===== config.mk =====
export PLATFORM = sky130hd
export DESIGN_NAME = fft_frame_loader
export DESIGN_NICKNAME = d
export VERILOG_FILES = /design/src/rtl/fft_frame_loader.sv
export SDC_FILE = /design/constraint.sdc
export NUM_CORES = 1
export LEC_CHECK = 0
export CORE_ASPECT_RATIO = 0.9
export CORE_UTILIZATION = 56
export DETAILED_ROUTE_END_ITERATION = 8
export PLACE_DENSITY = 0.82
export SLEW_MARGIN = 0
export SYNTH_ARGS = -nofsm -noshare
export SYNTH_HDL_FRONTEND = slang
export SYNTH_SLANG_ARGS = --single-unit

===== constraint.sdc =====
create_clock -name clk -period 12.2 [get_ports clk]
set_clock_uncertainty 0.05 [all_clocks]
set_input_delay 1.83 -clock clk [delete_from_list [all_inputs] [get_ports clk]]
set_output_delay 1.83 -clock clk [all_outputs]
set_load 0.05 [all_outputs]

===== src/rtl/fft_frame_loader.sv =====
// Serial-to-parallel double-buffered frame loader for the 16-point FFT.
// Latency: the frame launches (new_t) one cycle after its 16th sample is accepted, if the FFT is idle.
// Backpressure: none on samples; if hold is still occupied when a new frame completes, that frame is dropped and overrun is set.
module fft_frame_loader #(
    parameter int DATA_W = 16,
    parameter int CNT_W  = 8
) (
    input  logic              clk,
    input  logic              reset,
    input  logic [DATA_W-1:0] sample_in,
    input  logic              sample_valid,
    input  logic              fft_done,
    output logic [DATA_W-1:0] t0,
    output logic [DATA_W-1:0] t1,
    output logic [DATA_W-1:0] t2,
    output logic [DATA_W-1:0] t3,
    output logic [DATA_W-1:0] t4,
    output logic [DATA_W-1:0] t5,
    output logic [DATA_W-1:0] t6,
    output logic [DATA_W-1:0] t7,
    output logic [DATA_W-1:0] t8,
    output logic [DATA_W-1:0] t9,
    output logic [DATA_W-1:0] t10,
    output logic [DATA_W-1:0] t11,
    output logic [DATA_W-1:0] t12,
    output logic [DATA_W-1:0] t13,
    output logic [DATA_W-1:0] t14,
    output logic [DATA_W-1:0] t15,
    output logic              new_t,
    output logic              busy,
    output logic              overrun,
    output logic              fft_err,
    output logic [CNT_W-1:0]  frames_launched
);

    localparam logic [1:0] S_IDLE      = 2'd0;
    localparam logic [1:0] S_LAUNCH    = 2'd1;
    localparam logic [1:0] S_WAIT_LOW  = 2'd2;
    localparam logic [1:0] S_WAIT_HIGH = 2'd3;

    // Only 15 capture words are stored: the 16th sample goes straight into hold.
    logic [DATA_W-1:0] cap  [0:14];
    logic [DATA_W-1:0] hold [0:15];
    logic [DATA_W-1:0] tq   [0:15];
    logic [3:0]        wi;
    logic              hold_full;
    logic [1:0]        state;
    logic [1:0]        ack_tmr;

    logic frame_done;
    logic launch;

    assign frame_done = sample_valid && (wi == 4'd15);
    assign launch     = (state == S_IDLE) && hold_full && fft_done;
    assign busy       = (state != S_IDLE);

    // Capture bank: write incoming samples at wi; wi wraps 15 -> 0 so capture never stalls.
    always_ff @(posedge clk) begin
        if (reset) begin
            wi <= 4'd0;
            for (int k = 0; k < 15; k++) cap[k] <= '0;
        end else if (sample_valid) begin
            wi <= wi + 4'd1;
            for (int k = 0; k < 15; k++) begin
                if (wi == 4'(k)) cap[k] <= sample_in;
            end
        end
    end

    // Hold bank: accept a completed frame when empty or being launched this cycle, otherwise drop it.
    always_ff @(posedge clk) begin
        if (reset) begin
            hold_full <= 1'b0;
            overrun   <= 1'b0;
            for (int k = 0; k < 16; k++) hold[k] <= '0;
        end else begin
            if (frame_done && (!hold_full || launch)) begin
                for (int k = 0; k < 15; k++) hold[k] <= cap[k];
                hold[15]  <= sample_in;
                hold_full <= 1'b1;
            end else if (launch) begin
                hold_full <= 1'b0;
            end
            if (frame_done && hold_full && !launch) overrun <= 1'b1;
        end
    end

    // Launch sequencer: issue a frame only when the FFT is idle, then track its done handshake.
    always_ff @(posedge clk) begin
        if (reset) begin
            state           <= S_IDLE;
            ack_tmr         <= 2'd0;
            new_t           <= 1'b0;
            fft_err         <= 1'b0;
            frames_launched <= '0;
            for (int k = 0; k < 16; k++) tq[k] <= '0;
        end else begin
            new_t <= 1'b0;
            case (state)
                S_IDLE: begin
                    if (launch) begin
                        for (int k = 0; k < 16; k++) tq[k] <= hold[k];
                        new_t           <= 1'b1;
                        frames_launched <= frames_launched + CNT_W'(1);
                        state           <= S_LAUNCH;
                    end
                end
                S_LAUNCH: begin
                    ack_tmr <= 2'd0;
                    state   <= S_WAIT_LOW;
                end
                S_WAIT_LOW: begin
                    // Give the FFT three cycles to drop done before declaring a lost launch.
                    if (!fft_done) begin
                        state <= S_WAIT_HIGH;
                    end else if (ack_tmr == 2'd2) begin
                        fft_err <= 1'b1;
                        state   <= S_IDLE;
                    end else begin
                        ack_tmr <= ack_tmr + 2'd1;
                    end
                end
                S_WAIT_HIGH: begin
                    if (fft_done) state <= S_IDLE;
                end
                default: state <= S_IDLE;
            endcase
        end
    end

    assign t0  = tq[0];
    assign t1  = tq[1];
    assign t2  = tq[2];
    assign t3  = tq[3];
    assign t4  = tq[4];
    assign t5  = tq[5];
    assign t6  = tq[6];
    assign t7  = tq[7];
    assign t8  = tq[8];
    assign t9  = tq[9];
    assign t10 = tq[10];
    assign t11 = tq[11];
    assign t12 = tq[12];
    assign t13 = tq[13];
    assign t14 = tq[14];
    assign t15 = tq[15];

endmodule


==> summary.txt <==
status = finished, violations left
failing checks = max-slew violations
pin count of the biggest net entering global routing = 195
grt total ovfl = 0
initial drt markers = 1334
Hold Fails Final Rpt = 0
Slew @ Worst Pin = 1.531 ns
maximum vdd drop = 0.0001506 V
Worst slew margin = -0.02043
r2r startpoint = state[1]
Via density = 5.230
Routed Antenna Nets = 0
Antenna Cells = 0
clock root buffer = clkbuf_16
# fillers = 3013
Die Area = 0.05084 sq mm
vias in the first global route = 13.99k
setup bufs post-CTS = 0
Num CTS Buffers = 74
Core Util, Final = 0.6889
worst hold path depth = 1
CTS tree = built
Hold Path Sink = hold[0][49]
GRT Overall Usage = 0.2311
Max Cap Viol = 0
simple-gate portion of the synthesized area = 0.1487
most frequent cells in the layout = edfxtp_1 (752), and2_1 (322), clkdlybuf4s50_1 (286)
RD Place Congestion = 0.7602
Distinct cells, synth = 40
Skew-Pair Late Insertion Delay = 0.62 ns
Sink Count = 772
antenna violations before repair = 0
Post-route DRC = 0
asr flop ratio synth = 0
achievable frequency = 196.2 MHz
Ys Warns = 0
setup TNS = 0 ns
crit-path max cell delay = 0.79 ns
predominant post-synthesis flop cell = edfxtp_1
CORE AREA = 0.04923 sq mm
final slew viol count = 73
Hold Crit Class = register to register
syn avg cell area = 16.70 sq um
WP data arrival = 5.27 ns
startpoint class of the critical path = input pin
R2R Setup Slk = 8.47 ns
total number of vias = 14.05k
Compound-Gate Fraction of Synth Area = 0.006487
CP Launch Point = fft_done
post-layout min period = 5.096 ns
Post-Syn Area = 0.02797 sq mm
Reg2Reg Depth = 4
Final Power = 5.764 mW
post-detail-place hpwl = 34330 microns
Tcrit/Tclk final = 0.4177
nets@finish = 1987
post-synthesis mux area share = 0.001118
PostCTS Resize Cnt = 0
power per cell area = 170.0 mW/mm^2
CP cell instances = clkdlybuf4s50_1 -> nand4bb_1 -> nand2b_4 -> buf_12 -> buf_4
Post-synth EDFFs = 752
total I/O pin count = 288
PortBufs = 287
leakage = 12.31 nW
DR pass1 iterations = 5
initial core utilization = 0.5681
post-synthesis xor/xnor area fraction = 0.001253
register bit total from synthesis = 772
post-synthesis sequential area ratio = 0.8217
Layout area overhead = 21.26%
routed length per instance = 21.54 microns
hold_sp = cap[0][49]
layout cells sized above 1 = 0.06300
RSZ-0062 raised after global routing = no
Gate Count Post-Synth = 1675
Die W = 237.6 microns
Max Fanout on Critical Path = 194
Synth Net Count = 1701
first-pass GRT wire length = 85440 microns
Final Setup Violations = 0
largest family of logic cells by synthesized area = simple AND/OR/NAND/NOR gates
Die Y = 214.0 microns
Worst-path clk slew = 0.06 ns
most common cell after layout, fill and taps aside = edfxtp_1
final wirelength = 57870 microns
WS Path Type = input pin to register
CP Capture Type = register
cts hold-fix bufs = 0
Critical Path RT = 12.38 ns
Cell Rows = 77
H-tree levels = 3
Critical R2R Capture = tq[0][76]
CTS max path bufs = 3
Crit-path slowest cell = buf_4
Post-Synth Adder-Cell Area = 0.002684
==> cell families (layout without fill, tap and decap cells) <==
family,after synthesis,count (layout)
AND/OR/NAND/NOR,735,735
XOR/XNOR,4,4
multiplexers,3,3
adder cells (fa/ha/maj),6,6
AO/OA/AOI/OAI,26,26
flip-flops,772,772
buffers and inverters,129,470
==> cell usage after synthesis, types with 6 or more instances <==
cell	n	area share
a21oi_1	9	0.0016
and2_1	322	0.072
clkbuf_1	76	0.010
clkbuf_2	10	0.0018
dfxtp_1	20	0.014
edfxtp_1	752	0.81
ha_1	6	0.0027
inv_1	39	0.0052
nand2_1	15	0.0020
nand2b_1	28	0.0063
nor2_1	170	0.023
nor2b_1	177	0.040
==> routing by layer <==
metal	global-route usage	vias to the layer above	wire [microns]
met2	0.3844	554	29030
met4	0.09699	0	2113
met1	0.3014	6996	22970
li1	-	6386	-
met3	0.04300	118	3760
met5	0	-	0
==> flip-flops by register name (all words and copies together), names as in the netlist <==
signal and count:
hold 256, hold_full 1, wi 4, frames_launched 8
ack_tmr 2, tq 256, state 2, cap 240
overrun 1, new_t 1, fft_err 1
==> stage by stage <==
stage | std cells | worst slack [ns] | area (sq um) | hold WS [ns]
final | 2687 | 7.104 | 33920 | 0.4564
after global routing | 2687 | 6.958 | 33920 | 0.4774
after CTS | 2687 | 7.169 | 33920 | 0.4479
after global placement | 2556 | 6.639 | 31460 | 0.4158
after detailed placement | 2556 | 6.548 | 31460 | 0.4276
after floorplan | 1675 | 3.026 | 27970 | 0.4235
==> critical path, delay by kind of cell <==
kind                   cells  cell delay, ns
and+or+nand+nor            2            0.95
buffers and inverters      3            1.89
==> power breakdown <==
part | total, mW | internal, mW | leakage, nW | switching, mW
Sequential | 3.08 | 3.04 | 7.86 | 0.0412
Clock | 2.33 | 1.37 | 1.20 | 0.960
Combinational | 0.355 | 0.0929 | 3.25 | 0.262
==> how the worst max path moves through the flow <==
stage | slack (ns) | endpoint
global route | 6.96 | tq[0][98]
floorplan | 3.03 | tq[0][0]
global placement | 6.64 | hold[0][80]
finish | 7.10 | tq[0][76]
detailed placement | 6.55 | hold[0][79]
CTS | 7.17 | hold[0][79]
==> cell type report <==
cell class                 instances  area, sq um  area share
sequential                       772        22980      0.6776
multi-input combinational        774         4503      0.1328
timing repair buffer             300         2984     0.08799
clock buffer                      86         1959     0.05777
tap                              671        839.6     0.02475
clock inverter                    45        500.5     0.01476
inverter                          39        146.4    0.004316
Note: power is estimated with default switching activity, not from simulation.
